==> config.mk <==
export PLATFORM = sky130hd
export DESIGN_NAME = spi_bus_arbiter
export DESIGN_NICKNAME = d
export VERILOG_FILES = /design/src/rtl/spi_bus_arbiter.sv
export SDC_FILE = /design/constraint.sdc
export NUM_CORES = 1
export LEC_CHECK = 0
export ABC_AREA = 1
export CAP_MARGIN = 20
export CORE_ASPECT_RATIO = 1.2
export CORE_MARGIN = 2
export CORE_UTILIZATION = 35
export DETAILED_ROUTE_END_ITERATION = 7
export MAX_ROUTING_LAYER = met4
export PLACE_DENSITY = 0.94
export SYNTH_ARGS = -nofsm -noshare
export SYNTH_HDL_FRONTEND = slang
export SYNTH_SLANG_ARGS = --single-unit
export TNS_END_PERCENT = 50
==> constraint.sdc <==
create_clock -name clk -period 2.5 [get_ports clk]
set_input_delay 0.25 -clock clk [delete_from_list [all_inputs] [get_ports clk]]
set_output_delay 0.25 -clock clk [all_outputs]
set_load 0.05 [all_outputs]
==> src/rtl/spi_bus_arbiter.sv <==
// Round-robin owner of the shared spi_master: routes commands, data and chip-select to one sequencer at a time.
// Optional idle-grant watchdog is built in when SPI_ARB_TIMEOUT_EN is defined.
module spi_bus_arbiter #(
  parameter int NUM_REQ         = 3,
  parameter int MOSI_DATA_WIDTH = 24,
  parameter int MISO_DATA_WIDTH = 8,
  parameter int GAP_CYCLES      = 4,
  parameter int TIMEOUT_CYCLES  = 65535
) (
  input  logic                               clk,
  input  logic                               rst,
  input  logic [NUM_REQ-1:0]                 i_req,
  output logic [NUM_REQ-1:0]                 o_gnt,
  input  logic [NUM_REQ-1:0]                 i_wr_cmd,
  input  logic [NUM_REQ-1:0]                 i_rd_cmd,
  input  logic [NUM_REQ*MOSI_DATA_WIDTH-1:0] i_wr_data,
  output logic [NUM_REQ-1:0]                 o_busy,
  output logic [MISO_DATA_WIDTH:0]           o_rd_data,
  output logic                               o_spi_wr_cmd,
  output logic                               o_spi_rd_cmd,
  output logic [MOSI_DATA_WIDTH-1:0]         o_spi_wr_data,
  input  logic                               i_spi_busy,
  input  logic [MISO_DATA_WIDTH:0]           i_spi_rd_data,
  input  logic                               i_spi_cs_n,
  output logic [NUM_REQ-1:0]                 o_cs_n,
  output logic                               o_err,
  output logic [1:0]                         o_owner
);

  typedef enum logic [1:0] {IDLE, GRANT, DRAIN, GAP} state_t;

  localparam int GAP_W = $clog2(GAP_CYCLES + 1);
  localparam logic [GAP_W-1:0] GAP_LAST = GAP_W'(GAP_CYCLES - 1);

  state_t                     state;
  logic [1:0]                 rr_ptr;
  logic [GAP_W-1:0]           gap_cnt;
  logic [NUM_REQ-1:0]         own_mask;
  logic [NUM_REQ-1:0]         eligible;
  logic [NUM_REQ-1:0]         foreign;
  logic [NUM_REQ-1:0]         win_onehot;
  logic [MOSI_DATA_WIDTH-1:0] owner_data;
  logic [1:0]                 win;
  logic [1:0]                 next_ptr;
  logic                       win_valid;
  logic                       own_wr;
  logic                       own_rd;
  logic                       owner_req;
  logic                       in_grant;
  logic                       err_now;
  logic                       timeout_hit;

  always_comb begin
    own_mask   = '0;
    win_onehot = '0;
    owner_data = '0;
    for (int k = 0; k < NUM_REQ; k++) begin
      own_mask[k]   = (o_owner == 2'(k));
      win_onehot[k] = (win == 2'(k));
      if (o_owner == 2'(k))
        owner_data = i_wr_data[k*MOSI_DATA_WIDTH +: MOSI_DATA_WIDTH];
    end
  end

  // Scan downward so the eligible requester closest to rr_ptr is written last and wins.
  always_comb begin
    win       = '0;
    win_valid = 1'b0;
    for (int i = NUM_REQ - 1; i >= 0; i--) begin
      if (eligible[(int'(rr_ptr) + i) % NUM_REQ]) begin
        win       = 2'((int'(rr_ptr) + i) % NUM_REQ);
        win_valid = 1'b1;
      end
    end
    next_ptr = (win == 2'(NUM_REQ - 1)) ? 2'd0 : win + 2'd1;
  end

  assign in_grant  = (state == GRANT);
  assign own_wr    = |(i_wr_cmd & own_mask);
  assign own_rd    = |(i_rd_cmd & own_mask);
  assign owner_req = |(i_req & own_mask);
  assign foreign   = in_grant ? ((i_wr_cmd | i_rd_cmd) & ~own_mask) : (i_wr_cmd | i_rd_cmd);
  assign err_now   = (|foreign) || timeout_hit ||
                     (in_grant && (((own_wr || own_rd) && i_spi_busy) || (own_wr && own_rd)));

  always_comb begin
    o_spi_wr_cmd  = in_grant && own_wr;
    o_spi_rd_cmd  = in_grant && own_rd && !own_wr;
    o_spi_wr_data = in_grant ? owner_data : '0;
    o_rd_data     = i_spi_rd_data;
    o_cs_n        = '1;
    o_busy        = '1;
    if (in_grant || state == DRAIN)
      o_cs_n = ~own_mask | {NUM_REQ{i_spi_cs_n}};
    if (in_grant)
      o_busy = ~own_mask | {NUM_REQ{i_spi_busy}};
  end

`ifdef SPI_ARB_TIMEOUT_EN
  logic [15:0]        wd_cnt;
  logic [NUM_REQ-1:0] blocked;
  logic               grant_idle;

  assign grant_idle  = in_grant && owner_req && !i_spi_busy && !own_wr && !own_rd;
  assign timeout_hit = grant_idle && (wd_cnt == 16'(TIMEOUT_CYCLES - 1));
  assign eligible    = i_req & ~blocked;

  // A timed-out requester stays locked out until it lets go of its request.
  always_ff @(posedge clk or posedge rst) begin
    if (rst) begin
      wd_cnt  <= '0;
      blocked <= '0;
    end else begin
      blocked <= (blocked & i_req) | (timeout_hit ? own_mask : '0);
      wd_cnt  <= (grant_idle && !timeout_hit) ? wd_cnt + 16'd1 : '0;
    end
  end
`else
  assign timeout_hit = (TIMEOUT_CYCLES < 0);
  assign eligible    = i_req;
`endif

  // The final GAP cycle arbitrates directly, so ownership changes see exactly GAP_CYCLES idle cycles.
  always_ff @(posedge clk or posedge rst) begin
    if (rst) begin
      state   <= IDLE;
      o_gnt   <= '0;
      o_owner <= '0;
      rr_ptr  <= '0;
      gap_cnt <= '0;
      o_err   <= 1'b0;
    end else begin
      if (err_now)
        o_err <= 1'b1;
      case (state)
        IDLE: begin
          if (win_valid) begin
            state   <= GRANT;
            o_gnt   <= win_onehot;
            o_owner <= win;
            rr_ptr  <= next_ptr;
          end
        end
        GRANT: begin
          if (!owner_req) begin
            state   <= i_spi_busy ? DRAIN : GAP;
            o_gnt   <= '0;
            gap_cnt <= '0;
          end else if (timeout_hit) begin
            state   <= GAP;
            o_gnt   <= '0;
            gap_cnt <= '0;
          end
        end
        DRAIN: begin
          if (!i_spi_busy) begin
            state   <= GAP;
            gap_cnt <= '0;
          end
        end
        GAP: begin
          if (gap_cnt == GAP_LAST) begin
            if (win_valid) begin
              state   <= GRANT;
              o_gnt   <= win_onehot;
              o_owner <= win;
              rr_ptr  <= next_ptr;
            end else begin
              state <= IDLE;
            end
          end else begin
            gap_cnt <= gap_cnt + 1'b1;
          end
        end
        default: state <= IDLE;
      endcase
    end
  end

endmodule

==> run summary, run 1 <==
Once detailed placement completed, the half-perimeter wirelength came to 5.67 mm. The power per unit of standard cell area is 1230 mW/mm^2. The tool flagged a number of max-cap violations equal to 0. The clock latency at the later pin of the worst-skew pair is 0.25 ns. The layout cell share with drive strength beyond 1 is 0.146. The synthesized-area fraction occupied by adder cells came out at 0.0752.

The summed instance area of the synthesized netlist is 0.00166 sq mm. The first-pass GRT wire length came out at 10.1 mm. The critical-path maximum fanout came out at 4.

The number of clock buffers inserted by TritonCTS is 3. The total setup violations reported at the end of the flow is 0. The count of hold-fix buffers inserted at cts is 0. The number of library cell types mapped by synthesis is 25. The placed instance area is 0.00304 sq mm. The number of nets in the layout came out at 508. The CTS H-tree depth is 1. The total negative slack came out at 0 ns. The Yosys warning count came out at 0. For this design, the slowest cell found on the critical path is sky130_fd_sc_hd__clkdlybuf4s50_1. The final setup slack of the worst path came out at 0.190 ns.

The DRC violation total after the first TritonRoute iteration is 91. The largest family of logic cells by synthesized area is simple AND/OR/NAND/NOR gates. Routability-driven placement finished with a final weighted congestion of 0.947. STA classifies the critical path startpoint as a flop. The number of nets produced by synthesis is 396.

The worst setup path is captured at an output pin. Synthesis inferred 13 register bits. The number of buffers between clock root and the deepest sink came out at 2. The leakage power total is 1.51 nW. The number of antenna diodes in the final layout is 0. The initial antenna violation count came to 0.

The final number of max-transition violations is 0. Averaged over all synthesized cells, the footprint is 5.69 sq um. The largest net degree at the start of global routing came out at 19. The initial core utilization came out at 0.362. Among cell families on the critical path, the largest total delay comes from buffers and inverters.

The transition time at the pin with the least slew margin came out at 0.506 ns. The xor and xnor area share after synthesis came out at 0. The count of buffers from port buffering is 122.

The fmax came out at 433 MHz. The layout has 375 filler cells. The clock-pin slew on the worst setup and hold paths is 0.05 ns. By startpoint and endpoint, the worst setup path is classified as flop to output pin.

The path class of the tightest hold or removal check is input pin to asynchronous set/reset pin. Summing all non-filler instances in the final layout gives an area of 0.00309 sq mm. The area fraction in and, or, nand and nor cells after synthesis is 0.526. The gate count after technology mapping came out at 292.

The detailed-router iteration count before antenna repair came out at 4. The signal on the critical path passes through inv_1, ha_1, inv_1, nor2_1, nand2_1, clkdlybuf4s50_1. Setup repair after global routing left no endpoint under its margin. The area of the die is 0.00532 sq mm. Of the available clock period, the critical path in the final layout requires 0.924.

The top-level I/O count is 141. The area growth from synthesis to layout is 85.9%. The final worst clock skew is 0.000830 ns. OpenSTA, run right after detailed placement, puts the worst setup slack at 0.425 ns. The most common cell type on the critical path is sky130_fd_sc_hd__inv_1.

The minimum period implied by the final worst setup slack came out at 2.31 ns. The initialized floorplan defines 27 standard-cell rows. The post-route antenna net violation count came out at 0. Across all layers, the routed design uses 2258 vias.

The number of failing hold endpoints at the final stage came out at 0. On the final layout, the worst hold slack is 0.317 ns. The number of global-route vias before repair came out at 2251. The buffering stage count on the worst path with inverters included came out at 3.

STA puts the critical path data arrival time at 2.06 ns. The flow ran to the end, and the final reports show no timing, DRC or antenna violations. For this run, the total global-route usage over all layers was measured as 0.256. The placeable core area came out at 0.00459 sq mm. The vertical die dimension is 79.5 um.

The tree is rooted in a sky130_fd_sc_hd__clkbuf_8. The part of the Yosys area used for sequential elements came out at 0.196. TritonCTS built the clock tree. The number of vias per cell after detailed routing is 4.90. The relative slew slack is 0.662. Wires add up to 6.86 mm. In this run the horizontal extent of the chip is 66.9 um. The global route total overflow is 0. The complex-gate fraction of the synthesized area is 0.0579.

The clock sink count came out at 13. The multiplexer share of the synthesized area is 0. The number of design rule violations left after detail routing came out at 0.

IR analysis of the VDD net gives a maximum drop of 787 uV. For the worst setup path, the data required time is 2.25 ns. For this run, the slowest stage of the critical path takes 0.81 ns. The wire length per cell is 14.9 um.
metrics by stage:
stage               total power, mW  utilization  instances
floorplan                      2.43            -        292
global placement               3.53        0.662        457
detailed placement             3.60        0.662        457
CTS                            3.81        0.672        461
global route                   4.07        0.673        461
finish                         3.81        0.673        461
logic make-up (layout without fill, tap and decap cells):
| kind of cell | Yosys count | count (layout) |
|---|---|---|
| AOI/OAI and AO/OA | 17 | 17 |
| adders and majority gates | 10 | 10 |
| buffers and inverters | 53 | 164 |
| DFF | 13 | 13 |
| and+or+nand+nor | 199 | 199 |
report_power, final:
part / leakage (nW) / total (mW) / internal, mW / switching, mW
sequential: 0.162 / 0.367 / 0.298 / 0.0684
clock: 0.0228 / 0.191 / 0.113 / 0.0780
combinational: 1.32 / 3.25 / 1.21 / 2.04
cell usage in the layout (no fill, tap or decap):
master	n
sky130_fd_sc_hd__inv_1	27
sky130_fd_sc_hd__o21ai_0	6
sky130_fd_sc_hd__a21oi_1	2
sky130_fd_sc_hd__inv_2	8
sky130_fd_sc_hd__nand3_1	43
sky130_fd_sc_hd__nor2_2	3
sky130_fd_sc_hd__nor2_4	2
sky130_fd_sc_hd__nand2_1	130
sky130_fd_sc_hd__nand3b_2	1
sky130_fd_sc_hd__clkbuf_8	3
sky130_fd_sc_hd__nor2_1	9
sky130_fd_sc_hd__clkdlybuf4s50_1	93
sky130_fd_sc_hd__ha_1	10
sky130_fd_sc_hd__clkbuf_1	1
sky130_fd_sc_hd__nand2_4	2
sky130_fd_sc_hd__clkinvlp_4	1
sky130_fd_sc_hd__dfrtp_1	13
sky130_fd_sc_hd__a31oi_1	3
sky130_fd_sc_hd__nand2_2	6
sky130_fd_sc_hd__nor3_1	1
sky130_fd_sc_hd__o22ai_1	1
sky130_fd_sc_hd__nand3_2	2
sky130_fd_sc_hd__o21ai_1	3
sky130_fd_sc_hd__buf_12	20
sky130_fd_sc_hd__a211oi_1	1
sky130_fd_sc_hd__o221ai_1	1
sky130_fd_sc_hd__buf_4	11
cell usage after synthesis:
master                     instances  area, sq um
sky130_fd_sc_hd__nand2_1         130          488
sky130_fd_sc_hd__buf_4             9         67.6
sky130_fd_sc_hd__nand3_1          43          215
sky130_fd_sc_hd__nand3_2           2         20.0
sky130_fd_sc_hd__o22ai_1           1         6.26
sky130_fd_sc_hd__nand3b_2          1         11.3
sky130_fd_sc_hd__ha_1             10          125
sky130_fd_sc_hd__buf_1             1         3.75
sky130_fd_sc_hd__nor2_2            3         18.8
sky130_fd_sc_hd__nor2_1            9         33.8
sky130_fd_sc_hd__o21ai_0           6         30.0
sky130_fd_sc_hd__a21oi_1           2         10.0
sky130_fd_sc_hd__o221ai_1          1         8.76
sky130_fd_sc_hd__buf_2             7         35.0
sky130_fd_sc_hd__nand2_2           6         37.5
sky130_fd_sc_hd__nor2_4            2         22.5
sky130_fd_sc_hd__inv_1            27          101
sky130_fd_sc_hd__a31oi_1           3         18.8
sky130_fd_sc_hd__a211oi_1          1         7.51
sky130_fd_sc_hd__o21ai_1           3         15.0
sky130_fd_sc_hd__nand2_4           2         22.5
sky130_fd_sc_hd__inv_2             8         30.0
sky130_fd_sc_hd__clkinv_1          1         3.75
sky130_fd_sc_hd__dfrtp_1          13          325
sky130_fd_sc_hd__nor3_1            1         5.00
worst paths after layout:
check                               from    endpoint  slack (ns)  depth (start not counted)
worst max-delay path            state[0]   o_cs_n[1]        0.19                          6
worst min-delay path                 rst    state[0]        0.32                          2
worst max register to register  state[1]       o_err        0.66                          7
worst min register to register  o_gnt[0]    o_gnt[0]        0.49                          2
max in group asynchronous            rst  o_owner[0]        1.86                          2
min in group clk                o_gnt[0]    o_gnt[0]        0.49                          2
worst reg2reg max path, stage by stage (launching register included):
cell and delay [ns]:
sky130_fd_sc_hd__dfrtp_1 0.41, sky130_fd_sc_hd__inv_1 0.12, sky130_fd_sc_hd__ha_1 0.37, sky130_fd_sc_hd__nand2_1 0.14, sky130_fd_sc_hd__clkinvlp_4 0.26, sky130_fd_sc_hd__nor2_1 0.07, sky130_fd_sc_hd__nor3_1 0.18, sky130_fd_sc_hd__o221ai_1 0.15
routing by layer:
metal	share of wire	GRT usage	vias up
li1	-	-	1125
met2	0.49	0.470	104
met5	0	-	-
met3	0.12	0.0818	16
met4	0.024	0.100	0
met1	0.36	0.245	1013
timing repair:
item | 4_1_cts | 5_1_grt
endpoints found under the hold margin | 0 | 0
setup buffers | 0 | 0
gates resized for setup | 0 | 1
setup endpoints to repair | 0 | 9
flip-flops by register name, summed over array words and instances (netlist names):
name	flops
rr_ptr	2
o_owner	2
gap_cnt	3
o_err	1
state	2
o_gnt	3
final cells by class:
cell class              instances  area, sq um  area share
well taps                      58         72.6      0.0235
clock buffers                   4         45.0      0.0146
flip-flops and latches         13          325       0.105
multi-input cells             226         1100       0.355
repair buffers                124         1410       0.457
inverters                      36          139      0.0449
Note: power is estimated with default switching activity, not from simulation.
==> run 2: changes to the inputs <==
--- a/config.mk
+++ b/config.mk
@@ -6,7 +6,7 @@
 export NUM_CORES = 1
 export LEC_CHECK = 0
 export ABC_AREA = 1
-export CAP_MARGIN = 20
+export CAP_MARGIN = 15
 export CORE_ASPECT_RATIO = 1.2
 export CORE_MARGIN = 2
 export CORE_UTILIZATION = 35
==> results of run 2 <==
No change in the layout: final DEF, timing and power equal those of run 1.
==> run 3: changes to the inputs <==
--- a/config.mk
+++ b/config.mk
@@ -10,6 +10,7 @@
 export CORE_ASPECT_RATIO = 1.2
 export CORE_MARGIN = 2
 export CORE_UTILIZATION = 35
+export CTS_CLUSTER_DIAMETER = 120
 export DETAILED_ROUTE_END_ITERATION = 7
 export MAX_ROUTING_LAYER = met4
 export PLACE_DENSITY = 0.94
==> results of run 3 <==
No change in the layout: final DEF, timing and power equal those of run 1.
